==> config.mk <==
export PLATFORM = sky130hd
export DESIGN_NAME = dbg_vec_serializer
export DESIGN_NICKNAME = d
export VERILOG_FILES = /design/src/rtl/spPkg.sv /design/src/rtl/dbg_vec_slot.sv /design/src/rtl/dbg_vec_serializer.sv
export SDC_FILE = /design/constraint.sdc
export NUM_CORES = 1
export LEC_CHECK = 0
export ABC_AREA = 1
export CORE_UTILIZATION = 50
export CTS_CLUSTER_DIAMETER = 40
export DETAILED_ROUTE_END_ITERATION = 7
export MAX_ROUTING_LAYER = met4
export PLACE_DENSITY = 0.73
export SLEW_MARGIN = 20
export SYNTH_ARGS = -nofsm -noshare
export SYNTH_HDL_FRONTEND = slang
export SYNTH_SLANG_ARGS = --single-unit
==> constraint.sdc <==
create_clock -name clk -period 14.5 [get_ports clk]
set_input_delay 2.175 -clock clk [delete_from_list [all_inputs] [get_ports clk]]
set_output_delay 2.175 -clock clk [all_outputs]
set_load 0.005 [all_outputs]
==> src/rtl/spPkg.sv <==
// ---------------------------------------------------------------------------
// spPkg -- shared signal-processing definitions.
//
// Provides the default vector length K, the component width W and the
// complex sample type cplx_t (signed I and Q, I in the upper half).
// CPLX_ZERO is the all-zero sample used for reset and idle values.
// ---------------------------------------------------------------------------
package spPkg;

    localparam int K = 4;
    localparam int W = 16;

    typedef struct packed {
        logic signed [W-1:0] i;
        logic signed [W-1:0] q;
    } cplx_t;

    localparam cplx_t CPLX_ZERO = '{i: {W{1'b0}}, q: {W{1'b0}}};

endpackage

==> src/rtl/dbg_vec_slot.sv <==
// ---------------------------------------------------------------------------
// dbg_vec_slot -- one K-element complex vector register with an occupancy flag.
//
// Ports
//   clk   : clock, rising edge
//   rn    : asynchronous active-high reset (contents zeroed, slot empty)
//   load  : capture din and mark the slot full (wins over clear)
//   clear : mark the slot empty and zero the contents
//   din   : K elements to capture
//   dout  : stored K elements
//   full  : slot currently holds a vector
//
// The caller is responsible for qualifying load/clear with any global enable.
// ---------------------------------------------------------------------------
module dbg_vec_slot
    import spPkg::*;
#(
    parameter int K = spPkg::K
)
(
    input  logic  clk,
    input  logic  rn,
    input  logic  load,
    input  logic  clear,
    input  cplx_t din  [K],
    output cplx_t dout [K],
    output logic  full
);

    // Vector storage: load has priority so a move-in and free can share a cycle.
    always_ff @(posedge clk or posedge rn) begin
        if (rn) begin
            for (int k = 0; k < K; k++) begin
                dout[k] <= CPLX_ZERO;
            end
        end else if (load) begin
            for (int k = 0; k < K; k++) begin
                dout[k] <= din[k];
            end
        end else if (clear) begin
            for (int k = 0; k < K; k++) begin
                dout[k] <= CPLX_ZERO;
            end
        end
    end

    // Occupancy flag.
    always_ff @(posedge clk or posedge rn) begin
        if (rn) begin
            full <= 1'b0;
        end else if (load) begin
            full <= 1'b1;
        end else if (clear) begin
            full <= 1'b0;
        end
    end

endmodule

==> src/rtl/dbg_vec_serializer.sv <==
// ---------------------------------------------------------------------------
// dbg_vec_serializer -- turns K-element complex vectors into an element
// stream with a valid/ready handshake.
//
// Two vector slots are kept: ACTIVE (being sent) and PEND (queued). A third
// vector arriving while both are occupied is dropped and counted.
//
// Ports
//   clk      : clock, rising edge
//   rn       : asynchronous active-high reset
//   en       : global enable; when low all state holds
//   VecValid : single-cycle strobe, Vec is presented
//   Vec      : K input elements, index 0 sent first
//   SerValid : SerData/SerIdx/SerLast carry a valid element
//   SerReady : sink accepts the current element
//   SerData  : current element (I, Q)
//   SerIdx   : index of the current element in its vector
//   SerLast  : current element is index K-1
//   Overflow : sticky, a vector has been dropped
//   DropCnt  : number of dropped vectors, saturating
//
// All outputs are registered; the first element appears the cycle after the
// capturing edge and vectors follow each other without a bubble.
// ---------------------------------------------------------------------------
module dbg_vec_serializer
    import spPkg::*;
#(
    parameter int K = spPkg::K,
    parameter int W = spPkg::W
)
(
    input  logic                 clk,
    input  logic                 rn,
    input  logic                 en,
    input  logic                 VecValid,
    input  cplx_t                Vec [K],
    output logic                 SerValid,
    input  logic                 SerReady,
    output cplx_t                SerData,
    output logic [$clog2(K)-1:0] SerIdx,
    output logic                 SerLast,
    output logic                 Overflow,
    output logic [15:0]          DropCnt
);

    localparam int              IW        = $clog2(K);
    localparam logic [IW-1:0]   IDX_LAST  = IW'(K - 1);
    localparam logic [IW-1:0]   IDX_ONE   = IW'(1);
    localparam logic [IW-1:0]   IDX_ZERO  = IW'(0);
    localparam logic [15:0]     DROP_MAX  = 16'hFFFF;
    localparam cplx_t           DATA_ZERO = '{i: {W{1'b0}}, q: {W{1'b0}}};

    typedef enum logic [0:0] {
        ST_IDLE = 1'b0,
        ST_SEND = 1'b1
    } state_t;

    state_t        state_r;
    state_t        state_nxt_s;

    logic          hs_s;
    logic          last_hs_s;
    logic          vv_s;

    logic          act_load_s;
    logic          act_clear_s;
    logic          act_sel_pend_s;
    logic          act_full_s;
    logic          pend_load_s;
    logic          pend_clear_s;
    logic          pend_full_s;
    logic          drop_s;

    cplx_t         act_din_s  [K];
    cplx_t         act_dout_s [K];
    cplx_t         pend_dout_s[K];
    cplx_t         act_src_s  [K];

    logic          valid_nxt_s;
    logic [IW-1:0] idx_nxt_s;
    logic          last_nxt_s;
    cplx_t         data_nxt_s;

    // Qualified events: nothing happens while en is low.
    assign hs_s      = SerValid & SerReady & en;
    assign last_hs_s = hs_s & (SerIdx == IDX_LAST);
    assign vv_s      = VecValid & en;

    // Slot control and next state.
    always_comb begin
        state_nxt_s    = state_r;
        act_load_s     = 1'b0;
        act_clear_s    = 1'b0;
        act_sel_pend_s = 1'b0;
        pend_load_s    = 1'b0;
        pend_clear_s   = 1'b0;
        drop_s         = 1'b0;
        case (state_r)
            ST_IDLE: begin
                if (vv_s) begin
                    act_load_s  = 1'b1;
                    state_nxt_s = ST_SEND;
                end else begin
                    state_nxt_s = ST_IDLE;
                end
            end
            ST_SEND: begin
                if (last_hs_s) begin
                    if (pend_full_s) begin
                        // PEND moves up first; a coincident vector refills PEND.
                        act_load_s     = 1'b1;
                        act_sel_pend_s = 1'b1;
                        pend_clear_s   = 1'b1;
                        pend_load_s    = vv_s;
                        state_nxt_s    = ST_SEND;
                    end else if (vv_s) begin
                        act_load_s  = 1'b1;
                        state_nxt_s = ST_SEND;
                    end else begin
                        act_clear_s = 1'b1;
                        state_nxt_s = ST_IDLE;
                    end
                end else if (vv_s) begin
                    if (!act_full_s) begin
                        act_load_s = 1'b1;
                    end else if (!pend_full_s) begin
                        pend_load_s = 1'b1;
                    end else begin
                        drop_s = 1'b1;
                    end
                end else begin
                    state_nxt_s = ST_SEND;
                end
            end
            default: begin
                state_nxt_s = ST_IDLE;
            end
        endcase
    end

    // ACTIVE input mux and the contents ACTIVE will hold after this edge.
    always_comb begin
        for (int k = 0; k < K; k++) begin
            act_din_s[k] = DATA_ZERO;
            act_src_s[k] = DATA_ZERO;
        end
        for (int k = 0; k < K; k++) begin
            if (act_sel_pend_s) begin
                act_din_s[k] = pend_dout_s[k];
            end else begin
                act_din_s[k] = Vec[k];
            end
            if (act_load_s) begin
                act_src_s[k] = act_din_s[k];
            end else begin
                act_src_s[k] = act_dout_s[k];
            end
        end
    end

    // Next output element, looked up from the post-edge ACTIVE contents so
    // the outputs can be registered without adding latency.
    always_comb begin
        valid_nxt_s = (state_nxt_s == ST_SEND);
        idx_nxt_s   = SerIdx;
        last_nxt_s  = 1'b0;
        data_nxt_s  = DATA_ZERO;
        if (hs_s) begin
            if (SerIdx == IDX_LAST) begin
                idx_nxt_s = IDX_ZERO;
            end else begin
                idx_nxt_s = SerIdx + IDX_ONE;
            end
        end else begin
            idx_nxt_s = SerIdx;
        end
        if (valid_nxt_s) begin
            data_nxt_s = act_src_s[idx_nxt_s];
            last_nxt_s = (idx_nxt_s == IDX_LAST);
        end else begin
            idx_nxt_s  = IDX_ZERO;
            data_nxt_s = DATA_ZERO;
            last_nxt_s = 1'b0;
        end
    end

    // FSM state register.
    always_ff @(posedge clk or posedge rn) begin
        if (rn) begin
            state_r <= ST_IDLE;
        end else if (en) begin
            state_r <= state_nxt_s;
        end
    end

    // Registered stream outputs.
    always_ff @(posedge clk or posedge rn) begin
        if (rn) begin
            SerValid <= 1'b0;
            SerIdx   <= IDX_ZERO;
            SerLast  <= 1'b0;
            SerData  <= DATA_ZERO;
        end else if (en) begin
            SerValid <= valid_nxt_s;
            SerIdx   <= idx_nxt_s;
            SerLast  <= last_nxt_s;
            SerData  <= data_nxt_s;
        end
    end

    // Drop bookkeeping: sticky flag plus saturating counter.
    always_ff @(posedge clk or posedge rn) begin
        if (rn) begin
            Overflow <= 1'b0;
            DropCnt  <= 16'h0000;
        end else if (drop_s) begin
            Overflow <= 1'b1;
            if (DropCnt != DROP_MAX) begin
                DropCnt <= DropCnt + 16'h0001;
            end
        end
    end

    dbg_vec_slot #(.K(K)) u_act (
        .clk   (clk),
        .rn    (rn),
        .load  (act_load_s),
        .clear (act_clear_s),
        .din   (act_din_s),
        .dout  (act_dout_s),
        .full  (act_full_s)
    );

    dbg_vec_slot #(.K(K)) u_pend (
        .clk   (clk),
        .rn    (rn),
        .load  (pend_load_s),
        .clear (pend_clear_s),
        .din   (Vec),
        .dout  (pend_dout_s),
        .full  (pend_full_s)
    );

endmodule

==> results.ini, run 1 <==
[status]
outcome=finished, final reports clean

[finish]
fin_nets=2264
seqCellArea_sq_um=7780
drive_above_1_share_pct=5.23
multi_input_area_sq_um=6200
fillers=2650
area_growth_pct=22.3
fin_cells=2553

[cts]
cts_tree=done
cts_buffers=44
cts_resized=0
clk_path_buf_depth=3
cts_root_buf=clkbuf_16
htreeDepth=2
cts_setup_buffers=0
clk_latency_ns=0.54
hold_buffers=0
clock-sinks=311
clk_pin_slew_ns=0.06

[flow_run]
drv_cap=0

[yosys]
avgSynthCellArea_sq_um=7.63
async_flop_share_pct=100
ys_ff_latch=311
synth_flop_cell=dfrtp_1
ys_top_cells_by_area=dfrtp_1, nand2_1, nand3_1, inv_1, o21ai_0
synth_nets=2148
yosys.area.top_type=dfrtp_1
netlist_area_sq_um=15400
synth_edf_count=0
yosysSeqAreaShare_pct=50.7
syn_inst=2013
synth_top_area_share_pct=50.7
yosysWarnings=0
synth.distinct_cells=34

[worst_setup_path]
start_kind=primary input
crit_required_ns=14.94
crit_type=primary input to flip-flop
worstPathArrival_ns=6.96
cp-end-kind=flip-flop
cp_max_fo=234

[detailed_routing]
wire_per_inst_um=16.3
met1Wirelength_um=18500
wl_met2_um=19100
top_layer_used=met4
antenna_left=0
viasPerCell=5.38
post-route-drc-count=0
drt_iter0_markers=1265
met3_wirelength_um=2700
first_pass_iters=5
num_vias=13700
wl_um=41500

[sta]
setup_tns_ns=0
max_clock_freq_ghz=0.153
hold_slack_ns=0.478
skew_ns=0.0189
period_share_pct=45.0
setup_violations=0
rsz0062_at_grt=false
slew_headroom_pct=24.7
min_period_ns=6.52
maxSlewViolCount=0
hold_violations=0
tightest_slew_ns=1.12

[place]
place.gp.congestion=0.858
io_buffers=185
dp_cells=2472
hpwl_um=25700

[pwr]
total_power_w=0.00361
p_leak_nw=9.70
ir_drop_mv=0.0870
powerDensity_nw_per_um2=192

[global_routing]
grt_pass1_wl_um=67500
grt_pass1_vias=13400
grt_antenna_before_repair=1
grt_max_degree=235
grt_use_total_pct=27.8
grt_overflow=0

[floorplanning]
std_cell_rows=63
die_h_um=177
initial_utilization_pct=51.3
die_area_sq_um=31400
die_x_um=177
core-area_sq_um=30000
ios=186

[hold_path]
hp-class=flip-flop to flip-flop

==> final timing paths <==
kind / cells past startpoint / to / slack (ns) / startpoint
max: 11 / u_pend.dout[86] / 7.98 / en
min: 2 / u_act.dout[87] / 0.48 / u_act.dout[87]
max reg2reg: 10 / u_pend.dout[86] / 10.22 / SerValid
min reg2reg: 2 / u_act.dout[87] / 0.48 / u_act.dout[87]
max in group asynchronous: 4 / u_act.dout[42] / 10.79 / rn
min in group asynchronous: 2 / DropCnt[6] / 2.11 / rn
==> cells by family (layout without fill, tap and decap cells) <==
| logic type | Yosys count | in the layout | share of synthesized area (%) |
|---|---|---|---|
| and+or+nand+nor | 1016 | 1016 | 27.1 |
| AOI/OAI and AO/OA | 335 | 335 | 12.0 |
| buffers and inverters | 334 | 483 | 9.14 |
| DFF | 311 | 311 | 50.7 |
| xor gates and xnor gates | 15 | 15 | 0.855 |
| adders and majority gates | 2 | 2 | 0.163 |
| other | 0 | 1 | 0 |
==> cell type report <==
cell class | count | area share [%]
diodes | 1 | 0.0133
clock buffers | 53 | 6.47
clock inverters | 26 | 1.77
inverters | 209 | 4.22
multi-input cells | 1368 | 33.0
flip-flops and latches | 311 | 41.4
well taps | 390 | 2.60
repair buffers | 195 | 10.5
==> state kept, by name, summed over array words and instances (netlist names) <==
register and count:
u_pend.full 1, SerLast 1, u_act.full 1, SerData 32, u_pend.dout 128, Overflow 1, SerIdx 2, SerValid 1
DropCnt 16, u_act.dout 128
==> stage by stage <==
stage / cell area (sq um) / util, % / worst slack, ns
after floorplan: 15400 / - / 3.72
after global placement: 17200 / 57.4 / 7.42
after detailed placement: 17200 / 57.4 / 7.23
after CTS: 18800 / 62.6 / 7.72
after global routing: 18800 / 62.7 / 7.55
final: 18800 / 62.7 / 7.98
==> worst max-delay path: stages <==
cell	delay, ns
clkdlybuf4s50_1	0.56
inv_2	0.64
nor2_4	0.11
nand3_4	0.10
buf_12	0.59
inv_2	0.49
o211ai_4	0.31
buf_6	0.66
buf_4	0.87
nand3_1	0.18
o21ai_1	0.16
==> power breakdown <==
| part | internal [W] | total, W | switching [W] |
|---|---|---|---|
| logic | 0.000425 | 0.00101 | 0.000585 |
| registers | 0.00126 | 0.00148 | 0.000220 |
| clock network | 0.000710 | 0.00112 | 0.000412 |
| total | 0.00240 | 0.00361 | 0.00122 |
==> cell usage after synthesis (4+ instances only) <==
library cell	number
a21oi_1	66
buf_6	9
nand3_1	184
inv_2	6
o22ai_1	34
nand2_2	4
xor2_1	13
o21ai_1	55
dfrtp_1	311
inv_1	202
nor2_4	5
nor3_1	7
buf_2	63
o21ai_0	135
o211ai_1	42
clkbuf_1	45
nand4_1	4
buf_1	7
nor2_1	92
nand2_1	708
==> layer usage <==
| layer | up-vias | global-route usage [%] |
|---|---|---|
| li1 | 6660 | - |
| met2 | 478 | 43.0 |
| met1 | 6517 | 37.5 |
| met3 | 90 | 3.89 |
| met4 | 0 | 9.69 |
| met5 | - | - |
==> layout by cell type, fill, tap and decap left out, drive strengths merged, types with 4 or more instances in the layout <==
cell type and n:
nand2 712, dfrtp 311, inv 212, o21ai 191
nand3 187, clkdlybuf4s50 185, nor2 98, a21oi 67
clkbuf 53, o211ai 43, o22ai 34, clkinv 15
xor2 13, buf 10, nor3 7, bufinv 6
or2 5, nand4 4
(Power assumes the default switching activity.)
==> run 2, diff against run 1 <==
Clock period 14.5 ns to 6.5 ns, I/O delays scaled along.
==> run 2 against run 1 <==
- clock-buffer cell count unchanged
- die area unchanged
- clock skew decreased by 0.00094 ns
- critical path type unchanged
- largest cell class unchanged
- largest power group unchanged
==> results.ini, run 2 (synthesis results as in run 1) <==
[status]
outcome=finished, final reports clean

[finish]
largestRegisters=u_act.dout x128, u_pend.dout x128, SerData x32
drive_above_1_share_pct=5.18  ; -0.046 points
finalInstanceArea_sq_um=18800  ; -0.21%
diodes=0  ; -1
final_cell_mix=nand2_1, dfrtp_1, inv_1
fin_cells=2552  ; -0.039%
fin_nets=2264  ; unchanged
final_common_cell=nand2_1
area_growth_pct=22.1

[cts]
clk_latency_ns=0.54  ; about the same
clk_pin_slew_ns=0.06  ; about the same
htreeDepth=2  ; unchanged
cts_buffers=44  ; unchanged
cts_root_buf=clkbuf_16
hold_buffers=0  ; unchanged
clock-sinks=311  ; unchanged
cts_setup_buffers=0  ; unchanged
cts_tree=done
cts_resized=0  ; unchanged
clk_path_buf_depth=3  ; unchanged

[sta]
tightest_slew_ns=1.18  ; +0.0597 ns
min_period_ns=4.36
slew_headroom_pct=21.2  ; -3.5 points
skew_ns=0.0179  ; -0.000943 ns
setup_tns_ns=0  ; unchanged
maxSlewViolCount=0  ; unchanged
hold_violations=0  ; unchanged
setup_violations=0  ; unchanged
rsz0062_at_grt=false
period_share_pct=67.1
max_clock_freq_ghz=0.229
hold_slack_ns=0.475  ; -0.00305 ns

[worst_setup_path]
crit_required_ns=6.92  ; -8.02 ns
cp_max_fo=224  ; -4.3%
crit_family=buffers and inverters
cp-end-kind=flip-flop
slowest_delay_ns=0.62  ; -0.25 ns
start_kind=primary input
critPathMostFrequentCell=inv_2
worstPathArrival_ns=4.78  ; -2.18 ns
worst_path_max_delay_cell=inv_2
path_cells=clkdlybuf4s50_1, inv_2, nor2_4, nand3_4, inv_2, o211ai_4, buf_12, nand3_1, o21ai_0
worstPathBufferInverterCount=4  ; -2
crit_type=primary input to flip-flop

[floorplanning]
ios=186  ; unchanged
core-area_sq_um=30000  ; unchanged
die_x_um=177  ; unchanged
initial_utilization_pct=51.3  ; unchanged
die_area_sq_um=31400  ; unchanged
die_h_um=177  ; unchanged
std_cell_rows=63  ; unchanged

[place]
hpwl_um=25800  ; +0.16%
io_buffers=185  ; unchanged
place.gp.congestion=0.865  ; +0.89%
place_area_sq_um=17200  ; +0.10%
dp_cells=2472  ; unchanged

[detailed_routing]
antenna_left=0  ; unchanged
viasPerCell=5.41  ; +0.48%
drt_iter0_markers=1328  ; +5.0%
first_pass_iters=8  ; +3
wire_per_inst_um=16.1  ; -1.1%
wl_um=41000  ; -1.1%
post-route-drc-count=0  ; unchanged
num_vias=13800  ; +0.44%

[hold_path]
hp-class=flip-flop to flip-flop

[global_routing]
grt_use_total_pct=27.5  ; -0.27 points
grt_antenna_before_repair=0  ; -1
grt_overflow=0  ; unchanged
grt_pass1_vias=13100  ; -2.2%
grt_max_degree=254  ; +8.1%
grt_pass1_wl_um=66600  ; -1.3%

[pwr]
ir_drop_mv=0.277  ; +220%
p_leak_nw=9.67  ; -0.33%
powerDensity_nw_per_um2=426  ; +120%
total_power_w=0.00799  ; +120%

[flow_run]
drv_cap=0  ; unchanged

## run 2: cell type report
class	instances	area, sq um
clock buffer	53	1210
inverter	209	788
fill	2596	11200
sequential	311	7780
clock inverter	26	287
multi-input combinational	1368	6200
timing repair buffer	195	2000
tap	390	488
## run 2: power by group
part	switching (W)	total, W	internal, W
registers	0.000490	0.00330	0.00281
logic	0.00131	0.00226	0.000955
clock network	0.000923	0.00242	0.00150
## run 2: per-stage QoR
| stage | util (%) | worst slack [ns] |
|---|---|---|
| 5_1_grt | 62.6 | 2.05 |
| 6_report | 62.6 | 2.14 |
| 3_5_place_dp | 57.5 | 1.63 |
| 4_1_cts | 62.5 | 2.19 |
| 2_1_floorplan | - | 1.38 |
| 3_3_place_gp | 57.5 | 1.75 |
## run 2: path summary, 6_finish.rpt
kind | slack, ns | startpoint | cells after the start | to
worst max-delay path | 2.14 | en | 9 | u_pend.dout[29]
worst min-delay path | 0.48 | Overflow | 1 | Overflow
worst max register to register | 2.99 | SerValid | 8 | u_pend.dout[29]
worst min register to register | 0.48 | Overflow | 1 | Overflow
max in group asynchronous | 3.94 | rn | 4 | u_pend.dout[67]
min in group asynchronous | 0.98 | rn | 2 | u_pend.dout[52]
## run 2: per-layer routing
metal | up-vias | track usage (%) | part of all wire, %
met3 | 96 | 4.12 | 7.4
met2 | 526 | 41.3 | 45
met4 | 0 | 10.3 | 3.3
li1 | 6648 | - | -
met5 | - | - | 0
met1 | 6535 | 37.8 | 44
==> run 3, diff against run 2 <==
Clock period 6.5 ns to 4.3 ns, I/O delays scaled along.
==> run 3 against run 2 <==
- sequential share of layout area fell by 0.60 points
- sequential power grew 51%
- critical path depth grew 4
- core utilization up 0.91 points
- routed wire length rose by 2.5%
- register-to-register slack got worse by 1.4 ns
- critical path type unchanged
- non-clock buffer count rose by 20
- final area up 1.5%
- clock-buffer cell count is 2 lower
- critical endpoint is now SerData[20]
- setup slack worse by 0.68 ns
- via count is 0.53% higher
- highest routed layer unchanged
==> results.ini, run 3 (synthesis results as in run 1) <==
[cts]
hold_buffers=0  ; unchanged
cts_tree=done
clk_pin_slew_ns=0.06  ; about the same
cts_buffers=42  ; -4.5%
htreeDepth=2  ; unchanged
cts_resized=0  ; unchanged
clk_path_buf_depth=3  ; unchanged
cts_root_buf=clkbuf_16
cts_setup_buffers=0  ; unchanged
clock-sinks=311  ; unchanged
clk_latency_ns=0.53  ; about the same

[floorplanning]
core-area_sq_um=30000  ; unchanged
std_cell_rows=63  ; unchanged
die_h_um=177  ; unchanged
die_area_sq_um=31400  ; unchanged
die_x_um=177  ; unchanged
ios=186  ; unchanged
initial_utilization_pct=51.3  ; unchanged

[finish]
diodes=0  ; unchanged
fillers=2574  ; -0.85%
fin_nets=2282  ; +0.80%
utilization_pct=63.5  ; +0.91 points
largestRegisters=u_act.dout x128, u_pend.dout x128, SerData x32
final_common_cell=nand2_1
area_growth_pct=23.9
drive_above_1_share_pct=6.01  ; +0.83 points
final_cell_mix=nand2_1, dfrtp_1, inv_1

[worst_setup_path]
rr_startpoint=SerIdx[0]
crit_type=primary input to flip-flop
worst_path_max_delay_cell=clkdlybuf4s50_1
path_cells=clkdlybuf4s50_1, nand2_2, inv_2, nor2_1, nand2_2, nand2_2, nor2_4, buf_12, nand2_1, o21ai_0, nor2_1, nor2_1, nand2_1
start_kind=primary input
crit_family=simple AND/OR/NAND/NOR gates
cp-end-kind=flip-flop
crit_required_ns=4.70  ; -2.22 ns
cp_max_fo=49  ; -78%
cp-startpoint=en
slowest_delay_ns=0.68  ; +0.06 ns
worstPathArrival_ns=3.24  ; -1.54 ns
worstPathBufferInverterCount=3  ; -1

[pwr]
clockPowerShare_pct=31.2  ; +0.9 points
internal-power_w=0.00820  ; +56%
pwr-share-comb_pct=28.2  ; about the same
switchingPower_w=0.00408  ; +50%
p_sw_share_pct=33.2  ; -0.86 points
total_power_w=0.0123  ; +54%
powerDensity_nw_per_um2=645  ; +52%
ir_drop_mv=0.363  ; +31%
p_seq_share_pct=40.6  ; -0.8 points
p_leak_nw=9.83  ; +1.6%

[sta]
slew_headroom_pct=44.6  ; +23 points
tightest_slew_ns=0.830  ; -0.352 ns
setup_tns_ns=0  ; unchanged
rsz0062_at_grt=false
period_share_pct=66.1
hold_slack_ns=0.477  ; +0.00201 ns
min_period_ns=2.84
hold_violations=0  ; unchanged
max_clock_freq_ghz=0.352
skew_ns=0.0138  ; -0.00413 ns
setup_violations=0  ; unchanged
maxSlewViolCount=0  ; unchanged

[hold_path]
hold_start=u_act.dout[106]
hp-class=flip-flop to flip-flop

[global_routing]
grt_pass1_vias=13300  ; +1.7%
grt_overflow=0  ; unchanged
grt_max_degree=149  ; -41%
grt_pass1_wl_um=68400  ; +2.6%
grt_antenna_before_repair=0  ; unchanged
grt_use_total_pct=28.3  ; +0.75 points

[detailed_routing]
num_vias=13900  ; +0.53%
drt_iter0_markers=1438  ; +8.3%
first_pass_iters=6  ; -2
post-route-drc-count=0  ; unchanged
antenna_left=0  ; unchanged
wire_per_inst_um=16.4  ; +1.8%
wl_um=42100  ; +2.5%
viasPerCell=5.40  ; -0.21%

[place]
place.gp.congestion=0.910  ; +5.2%
io_buffers=185  ; unchanged
hpwl_um=27500  ; +6.6%

[flow_run]
drv_cap=0  ; unchanged

[status]
outcome=finished, final reports clean

==> run 3: cell types whose count changed in the layout (fill, tap and decap cells not counted), sizes merged <==
cell,previous run,this run
clkbuf,53,51
inv,213,211
bufinv,4,8
buf,10,30
clkinvlp,6,5
==> run 3: path summary, 6_finish.rpt <==
| kind | to | slack, ns | cells past startpoint |
|---|---|---|---|
| max in group asynchronous | DropCnt[3] | 3.06 | 3 |
| min | u_act.dout[106] | 0.48 | 2 |
| max | SerData[20] | 1.46 | 13 |
| min in group asynchronous | u_pend.full | 0.67 | 3 |
| max reg2reg | SerData[20] | 1.64 | 12 |
| min reg2reg | u_act.dout[106] | 0.48 | 2 |
==> run 3: through the flow <==
stage	area, sq um	instances	setup WS (ns)
finish	19000	2571	1.46
global route	19000	2571	1.19
CTS	19000	2571	1.51
global placement	17500	2493	1.02
floorplan	15400	2013	-0.486
detailed placement	17500	2493	0.966
==> run 3: cell type report <==
class,count,area (sq um),area share (%)
sequential,311,7780,40.9
multi-input combinational,1368,6200,32.6
timing repair buffer,215,2200,11.6
clock buffer,51,1190,6.25
inverter,209,788,4.14
tap,390,488,2.56
clock inverter,27,379,1.99
==> run 3: per-layer routing <==
metal / vias to the layer above / track usage, % / wire [um]
met5: - / - / 0
met4: 0 / 9.33 / 1150
met3: 87 / 4.70 / 2800
met2: 506 / 42.0 / 19200
met1: 6595 / 39.3 / 18900
li1: 6690 / - / -
==> run 3: worst reg2reg max path, delay by kind of cell, from the launching register on <==
kind	cells	cell delay (ns)
AO/OA/AOI/OAI	1	0.09
flip-flops	1	0.41
AND/OR/NAND/NOR	8	1.32
adder cells (fa/ha/maj)	1	0.28
buffers and inverters	2	0.44
==> run 3: power groups by stage <==
stage	combinational, W	clock [W]	sequential [W]
2_1_floorplan	0.00233	0	0.00481
3_3_place_gp	0.00332	0	0.00495
3_5_place_dp	0.00343	0	0.00500
4_1_cts	0.00347	0.00387	0.00497
5_1_grt	0.00395	0.00398	0.00513
6_report	0.00346	0.00384	0.00498
